**src/rtl/piso_bit_feeder_if.sv**
```systemverilog
// Load handshake and serial outputs of piso_bit_feeder.
// master: upstream word source / sink of the serial stream; slave: the feeder.
interface piso_bit_feeder_if #(
  parameter int unsigned DATA_W = 8
);
  logic              load_valid;
  logic [DATA_W-1:0] load_data;
  logic              load_ready;
  logic              sdata;
  logic              sbusy;
  logic              frame_done;

  modport master (
    output load_valid,
    output load_data,
    input  load_ready,
    input  sdata,
    input  sbusy,
    input  frame_done
  );

  modport slave (
    input  load_valid,
    input  load_data,
    output load_ready,
    output sdata,
    output sbusy,
    output frame_done
  );
endinterface

```
**src/rtl/piso_bit_feeder.sv**
```systemverilog
// Parallel-in/serial-out feeder: shifts DATA_W-bit words out LSB-first, one
// bit per clock, holding sdata low between frames. frame_done pulses for one
// cycle after the last serial bit of each frame.
// Build option: define PISO_PARITY_EN to append an even-parity bit after the
// MSB (frame becomes DATA_W+1 bits via the PAR state).
module piso_bit_feeder #(
  parameter int unsigned DATA_W = 8
) (
  input  logic              clk,
  input  logic              rst,
  piso_bit_feeder_if.slave  bus
);

  localparam int unsigned    CNT_W    = (DATA_W > 1) ? $clog2(DATA_W) : 1;
  localparam logic [CNT_W-1:0] LAST_IDX = CNT_W'(DATA_W - 1);

`ifdef PISO_PARITY_EN
  typedef enum logic [1:0] {
    IDLE  = 2'd0,
    SHIFT = 2'd1,
    PAR   = 2'd2
  } state_t;
`else
  typedef enum logic [1:0] {
    IDLE  = 2'd0,
    SHIFT = 2'd1
  } state_t;
`endif

  state_t            state;
  logic [DATA_W-1:0] sh_q;
  logic [CNT_W-1:0]  cnt_q;
  logic              sdata_q;
  logic              sbusy_q;
  logic              done_q;
  logic              last_cyc;
  logic              accept;
`ifdef PISO_PARITY_EN
  logic              par_q;
`endif

  // Last serial cycle of the current frame: the only busy cycle that may accept.
`ifdef PISO_PARITY_EN
  assign last_cyc = (state == PAR);
`else
  assign last_cyc = (state == SHIFT) && (cnt_q == LAST_IDX);
`endif

  assign bus.load_ready = (state == IDLE) || last_cyc;
  assign accept         = bus.load_valid && bus.load_ready;

  assign bus.sdata      = sdata_q;
  assign bus.sbusy      = sbusy_q;
  assign bus.frame_done = done_q;

  // Frame sequencer: capture on accept, shift one bit per clock, then park.
  always_ff @(posedge clk or negedge rst) begin
    if (!rst) begin
      state   <= IDLE;
      sh_q    <= '0;
      cnt_q   <= '0;
      sdata_q <= 1'b0;
      sbusy_q <= 1'b0;
      done_q  <= 1'b0;
`ifdef PISO_PARITY_EN
      par_q   <= 1'b0;
`endif
    end else begin
      done_q <= 1'b0;
      if (accept) begin
        // A back-to-back accept still closes the outgoing frame.
        state   <= SHIFT;
        sh_q    <= bus.load_data;
        cnt_q   <= '0;
        sdata_q <= bus.load_data[0];
        sbusy_q <= 1'b1;
        done_q  <= last_cyc;
`ifdef PISO_PARITY_EN
        par_q   <= ^bus.load_data;
`endif
      end else begin
        case (state)
          IDLE: begin
            sdata_q <= 1'b0;
            sbusy_q <= 1'b0;
          end
          SHIFT: begin
            if (cnt_q != LAST_IDX) begin
              sh_q    <= sh_q >> 1;
              sdata_q <= sh_q[1];
              cnt_q   <= cnt_q + CNT_W'(1);
            end else begin
`ifdef PISO_PARITY_EN
              state   <= PAR;
              sdata_q <= par_q;
`else
              state   <= IDLE;
              sdata_q <= 1'b0;
              sbusy_q <= 1'b0;
              done_q  <= 1'b1;
`endif
            end
          end
`ifdef PISO_PARITY_EN
          PAR: begin
            state   <= IDLE;
            sdata_q <= 1'b0;
            sbusy_q <= 1'b0;
            done_q  <= 1'b1;
          end
`endif
          default: begin
            // Unreachable encoding: park with everything cleared.
            state   <= IDLE;
            cnt_q   <= '0;
            sdata_q <= 1'b0;
            sbusy_q <= 1'b0;
            done_q  <= 1'b0;
          end
        endcase
      end
    end
  end

endmodule

```
**src/flat_wrapper.sv**
```systemverilog
// flat-port wrapper written by rule: the top's interface ports become plain ports
module piso_bit_feeder_flat 
#(
  parameter int unsigned DATA_W = 8
)
  (clk, rst, bus_load_valid, bus_load_data, bus_load_ready, bus_sdata, bus_sbusy, bus_frame_done);
  piso_bit_feeder_if #(.DATA_W(DATA_W)) bus_i ();
  input  logic clk;
  input  logic rst;
  input wire logic [$bits(bus_i.load_valid)-1:0] bus_load_valid;
  input wire logic [$bits(bus_i.load_data)-1:0] bus_load_data;
  output wire logic [$bits(bus_i.load_ready)-1:0] bus_load_ready;
  output wire logic [$bits(bus_i.sdata)-1:0] bus_sdata;
  output wire logic [$bits(bus_i.sbusy)-1:0] bus_sbusy;
  output wire logic [$bits(bus_i.frame_done)-1:0] bus_frame_done;
  assign bus_i.load_valid = bus_load_valid;
  assign bus_i.load_data = bus_load_data;
  assign bus_load_ready = bus_i.load_ready;
  assign bus_sdata = bus_i.sdata;
  assign bus_sbusy = bus_i.sbusy;
  assign bus_frame_done = bus_i.frame_done;
  piso_bit_feeder #(.DATA_W(DATA_W)) u_core (.clk(clk), .rst(rst), .bus(bus_i));
endmodule
```
**config.mk**
```make
export PLATFORM = sky130hd
export DESIGN_NAME = piso_bit_feeder_flat
export DESIGN_NICKNAME = d
export VERILOG_FILES = /design/src/rtl/piso_bit_feeder_if.sv /design/src/rtl/piso_bit_feeder.sv /design/src/flat_wrapper.sv
export SDC_FILE = /design/constraint.sdc
export NUM_CORES = 1
export LEC_CHECK = 0
export BUFFER_PORTS_ARGS = -buffer_cell sky130_fd_sc_hd__buf_2
export CAP_MARGIN = 25
export CORE_MARGIN = 1
export CORE_UTILIZATION = 45
export CTS_CLUSTER_SIZE = 20
export DETAILED_ROUTE_END_ITERATION = 10
export PLACE_DENSITY = 0.82
export SYNTH_ARGS = -nofsm -noshare
export SYNTH_HDL_FRONTEND = slang
export SYNTH_SLANG_ARGS = --single-unit
```
**constraint.sdc**
```tcl
create_clock -name clk -period 1.5 [get_ports clk]
set_input_delay 0.375 -clock clk [delete_from_list [all_inputs] [get_ports clk]]
set_output_delay 0.375 -clock clk [all_outputs]
set_load 0.05 [all_outputs]
```
# Word level (Yosys, flattened, before mapping)
# Cells that the tools add are included.
[classes]
n_eq_ne = 6
shift = 0
reduce_logical = 9
mul = 0
muxes = 18
n_bitwise = 0
magnitude_cmp = 0
add_sub_neg = 1
n_div = 0
[op_table]
columns = ["op", "count"]
rows = [
  ["$mux W8", 3],
  ["$mux W1", 9],
  ["$mux W3", 2],
  ["$ne A3 B2 Y1 const B", 2],
  ["$pmux W3 S2", 1],
  ["$reduce_and A2 Y1", 3],
  ["$mux W2", 2],
  ["$pmux W2 S2", 1],
  ["$reduce_bool A2 Y1", 2],
  ["$add A3 B1 Y3 const B", 1],
  ["$eq A3 B3 Y1 const B", 1],
  ["$ne A3 B3 Y1 const B", 1],
  ["$eq A2 B1 Y1 const B", 1],
  ["$logic_and A1 B1 Y1", 2],
  ["$logic_not A2 Y1", 1],
  ["$ne A2 B1 Y1 const B", 1],
  ["$logic_or A1 B1 Y1", 1],
]
[totals]
ram_bits = 0
memories = 0
mem_bits_ro = 0
input_bits = 11
register_bits = 16
output_inout_bits = 4
latchBits = 0

# Longest topological paths before layout
[logic_depth]
ltp_word = 6
mapped_depth = 6
depth_no_buf = 5

# Worst setup path after synthesis
# No wires, ideal clock.
[synth_path]
kind = "register to output"
from = "register u_core.cnt_q[0]"
to = "output port bus_load_ready"
path_slack_ns = -0.090
path_stages_with_launch = 6
arrival_ns = 1.215
cell_sequence = "dfrtp_1 > ha_1 > ha_1 > nor2b_4 > buf_6 > inv_2"
[synth_between]
elab_chain_cells = 3
[synth_lines]
columns = ["item", "line_no", "rtl"]
rows = [
  ["start, declared", "piso_bit_feeder.sv:32", "logic [CNT_W-1:0] cnt_q;"],
  ["start signal, assigned", "piso_bit_feeder.sv:91", "cnt_q <= cnt_q + CNT_W'(1);"],
  ["$eq A3 B3 Y1", "piso_bit_feeder.sv:46", "assign last_cyc = (state == SHIFT) && (cnt_q == LAST_IDX);"],
  ["$logic_and A1 B1 Y1", "piso_bit_feeder.sv:46", ""],
  ["$logic_or A1 B1 Y1", "piso_bit_feeder.sv:49", "assign bus.load_ready = (state == IDLE) || last_cyc;"],
  ["end, declared", "flat_wrapper.sv:12", "output wire logic [$bits(bus_i.load_ready)-1:0] bus_load_ready;"],
]
# Every way passes these cells.

# Worst setup path in the final report
# Ends and elaborated chain as after synthesis.

==> tab_implementation.tex <==
\begin{tabular}{lr}
\hline
Metric & Value \\
\hline
\multicolumn{2}{l}{\textbf{Outcome}} \\
Outcome & finished, violations left \\
Violated checks & negative setup slack \\
\multicolumn{2}{l}{\textbf{Detailed routing}} \\
Drt via density & around 4.7 \\
Initial DRT Pass Iterations & 2 \\
Initial DRC Count & 1 \\
Routed Antenna Nets & 0 \\
Top layer reached by signal wires & met3 \\
Met3 WL & about 38 um \\
Sum of met2 wire segment lengths after detailed routing & 567 um \\
Avg WL per Cell & $\sim$12 um \\
Number of remaining DRC errors & 0 \\
WL final & 1151 um \\
Via count & 440 \\
Routed metal-1 wire length & 545 um \\
\multicolumn{2}{l}{\textbf{GRT}} \\
Via count of the first global-routing pass & between 300 and 400 \\
First-pass GRT wire length & approximately 1700 um \\
Number of antenna violations at the first check in global routing & 0 \\
Total grt overflow & 0 \\
Global Route Usage Sum & 0.1677 \\
Pin count of the biggest net entering global routing & 16 \\
\multicolumn{2}{l}{\textbf{Critical path}} \\
Critical path's largest stage delay & about 400 ps \\
CP Cell Sequence & ha\_2 -> ha\_4 -> nor2b\_4 -> inv\_6 -> buf\_6 \\
Crit end category & output pin \\
Sort of element at the start of the critical path & register \\
Crit path max fanout & 2 \\
Critical path type & register to output pin \\
Worst EP arrival & 1380 ps \\
Endpoint required time on the critical path & approximately 1100 ps \\
Library cell contributing the largest single delay on the critical path & dfrtp\_1 \\
\multicolumn{2}{l}{\textbf{Power and ir drop}} \\
Peak supply drop & 1195 uV \\
P per Cell Area & approximately 2200 nW/um\^{}2 \\
Leakage power total & about 0.44 nW \\
Overall power consumption & 1.861 mW \\
\multicolumn{2}{l}{\textbf{CTS}} \\
Clock Sinks & 14 \\
Clock tree from TritonCTS & done \\
CTS buffer count & 3 \\
Worst-skew pair later-pin latency & about 280 ps \\
Clock Root Buffer & clkbuf\_4 \\
Max Root-Sink Buffers & 2 \\
H-Tree Level Count & 1 \\
Clock transition at path regs & around 90 ps \\
\multicolumn{2}{l}{\textbf{Final layout}} \\
Antenna cell count & 0 \\
Share of final-layout standard cells stronger than drive strength 1 & 0.4231 \\
Leading cell types in the layout, fill and taps excluded & dfrtp\_1, buf\_2, nand2\_1, o21ai\_1, mux2i\_1 \\
Most frequent standard cell in the layout excluding fill and tap cells & dfrtp\_1 \\
Total number of nets in the final design & between 90 and 100 \\
Total of fill cells in the finished design & around 110 \\
Area growth syn-to-layout & 34.96\% \\
\multicolumn{2}{l}{\textbf{STA}} \\
Time the final worst path needs with I/O delays and setup & 1757 ps \\
Maximum clock rate & about 570 MHz \\
Setup slack of the critical path after layout & -257.2 ps \\
Final Hold Vio Count & 0 \\
Unrepaired setup endpoints after global routing & yes \\
Final worst clock skew & 2.634 ps \\
Final setup violation count & 6 \\
Final clock period utilization by the worst path & 1.171 \\
Transition at the pin with the smallest max-transition slack & 312.0 ps \\
Count of pins over their slew limit & 0 \\
Remaining max-slew budget at the tightest pin & 0.7920 \\
\multicolumn{2}{l}{\textbf{Synth}} \\
Number of flops mapped to enable cells by yosys & 0 \\
Area share of the largest cell type after synthesis & 0.5469 \\
Mean Syn Cell Area & between 10 and 15 sq um \\
Cell accounting for the most synthesized area & dfrtp\_1 \\
Simple-gate portion of the synthesized area & 0.1289 \\
Register bit count reported by yosys & 14 \\
Most used flip-flop cell after synthesis & dfrtp\_1 \\
Top post-synthesis cells by area & dfrtp\_1, mux2i\_1, o21ai\_1, nand2\_1, ha\_1 \\
Syn\_nets & 67 \\
Gate Count Post-Synth & 54 \\
Area share of xor/xnor cells in the synthesized design & 0 \\
Ys async rst share & 1.000 \\
Number of distinct library cells after synthesis & 16 \\
Share of synthesized cell area in full adder, half adder and majority cells & 0.03906 \\
Largest family of logic cells by synthesized area & multiplexers \\
Sequential cell area fraction in the yosys report & 0.5469 \\
Post-Synthesis Cell Area & approximately 640 sq um \\
Compound-cell area share of the yosys netlist & 0.07031 \\
Total number of yosys warnings & 0 \\
Multiplexer fraction of the synthesized cell area & 0.1621 \\
\multicolumn{2}{l}{\textbf{Flow run}} \\
Number of violations of the max-capacitance limit & 0 \\
\multicolumn{2}{l}{\textbf{Placed design}} \\
Pre-CTS worst setup slack & -14.98 ps \\
Final GP Congestion & between 0.6 and 0.7 \\
Port Buf Inserts & 14 \\
Half-perimeter wire length after placement & $\sim$720 um \\
\multicolumn{2}{l}{\textbf{Die}} \\
Full die area & 1578 sq um \\
Die span in x & between 30 and 40 um \\
Standard cell core area & $\sim$1300 sq um \\
Io pins & 15 \\
Die H & approximately 40 um \\
Number of placement rows & 13 \\
Initial standard-cell utilization of the core & 0.4862 \\
\multicolumn{2}{l}{\textbf{Min path}} \\
Path type of the worst min-delay path & primary input to register \\
\hline
\end{tabular}
[per-layer routing]
layer | vias to the layer above | GRT usage
li1 | 227 | -
met4 | 0 | 0.07759
met1 | 203 | 0.2079
met3 | 0 | 0.05114
met5 | - | 0
met2 | 10 | 0.2623
[report_power, final]
| group | internal, mW | leakage, nW | switching (mW) | total (mW) |
|---|---|---|---|---|
| sequential | 0.527 | 0.178 | 0.0798 | 0.606 |
| combinational | 0.490 | 0.239 | 0.493 | 0.983 |
| clock | 0.148 | 0.0210 | 0.124 | 0.271 |
| total | 1.16 | 0.438 | 0.696 | 1.86 |
[path summary, 6_finish.rpt]
path | cells after the start | slack [ps] | end | start
worst max register to register | 6 | -120 | u_core.bus.sbusy$_DFFE_PN0P_ | u_core.cnt_q[0]$_DFFE_PN0P_
max in group asynchronous | 2 | 750 | u_core.sh_q[7]$_DFFE_PN0P_ | rst
min in group asynchronous | 2 | 520 | u_core.sh_q[1]$_DFFE_PN0P_ | rst
worst min register to register | 2 | 490 | u_core.sh_q[1]$_DFFE_PN0P_ | u_core.sh_q[2]$_DFFE_PN0P_
worst min-delay path | 3 | 320 | u_core.bus.sdata$_DFF_PN0_ | bus_load_data[0]
worst max-delay path | 5 | -260 | bus_load_ready | u_core.cnt_q[0]$_DFFE_PN0P_
[kinds of logic after synthesis]
| logic type | after synthesis |
|---|---|
| compound gates | 9 |
| fa+ha+maj | 2 |
| buf+inv | 4 |
| flops | 14 |
| mux | 9 |
| simple gates | 16 |
[through the flow]
| step | TNS, ps | util | instances | area, sq um | hold WS [ps] |
|---|---|---|---|---|---|
| 3_5_place_dp | -24.98 | 0.5613 | 84 | 739.5 | 285.0 |
| 3_3_place_gp | 0 | 0.5613 | 84 | 739.5 | 283.1 |
| 2_1_floorplan | 0 | - | 54 | 650.6 | 79.41 |
| 6_report | -398.0 | 0.6562 | 93 | 864.6 | 321.4 |
| 5_1_grt | -1105 | 0.6562 | 93 | 864.6 | 334.1 |
| 4_1_cts | -245.8 | 0.6144 | 90 | 809.5 | 311.4 |
[cells in the mapped netlist, types with 2 or more instances]
master    instances
mux2i_1           7
nand2_1          10
o21ai_1           8
buf_6             2
ha_1              2
dfrtp_1          14
nand2b_1          2
[final cells by class]
| type | count | area [sq um] | share of cell area |
|---|---|---|---|
| clock buffer | 4 | 36.28 | 0.04197 |
| inverter | 1 | 8.758 | 0.01013 |
| multi-input combinational | 36 | 271.5 | 0.3140 |
| sequential | 14 | 350.3 | 0.4052 |
| tap | 15 | 18.77 | 0.02171 |
| timing repair buffer | 23 | 178.9 | 0.2069 |
[critical path, delay by kind of cell (launching register included)]
| kind | cells | cell delay, ps |
|---|---|---|
| flops | 1 | 390 |
| buf+inv | 2 | 180 |
| fa+ha+maj | 2 | 370 |
| simple gates | 1 | 160 |
[state kept, by name, indices dropped and copies added (netlist names)]
| register | cells |
|---|---|
| u_core.sh_q | 7 |
| u_core.cnt_q | 3 |
| u_core.bus.frame_done | 1 |
| u_core.bus.sbusy | 1 |
| u_core.bus.sdata | 1 |
| u_core.state | 1 |
[timing repair]
item	CTS	global route
hold buffers	1	0
pin swaps	1	1
resized for setup	3	4
setup buffers	2	2
cloned	0	1
endpoints found under the hold margin	14	0
endpoints found under the setup margin	4	10
(Power assumes the default switching activity.)
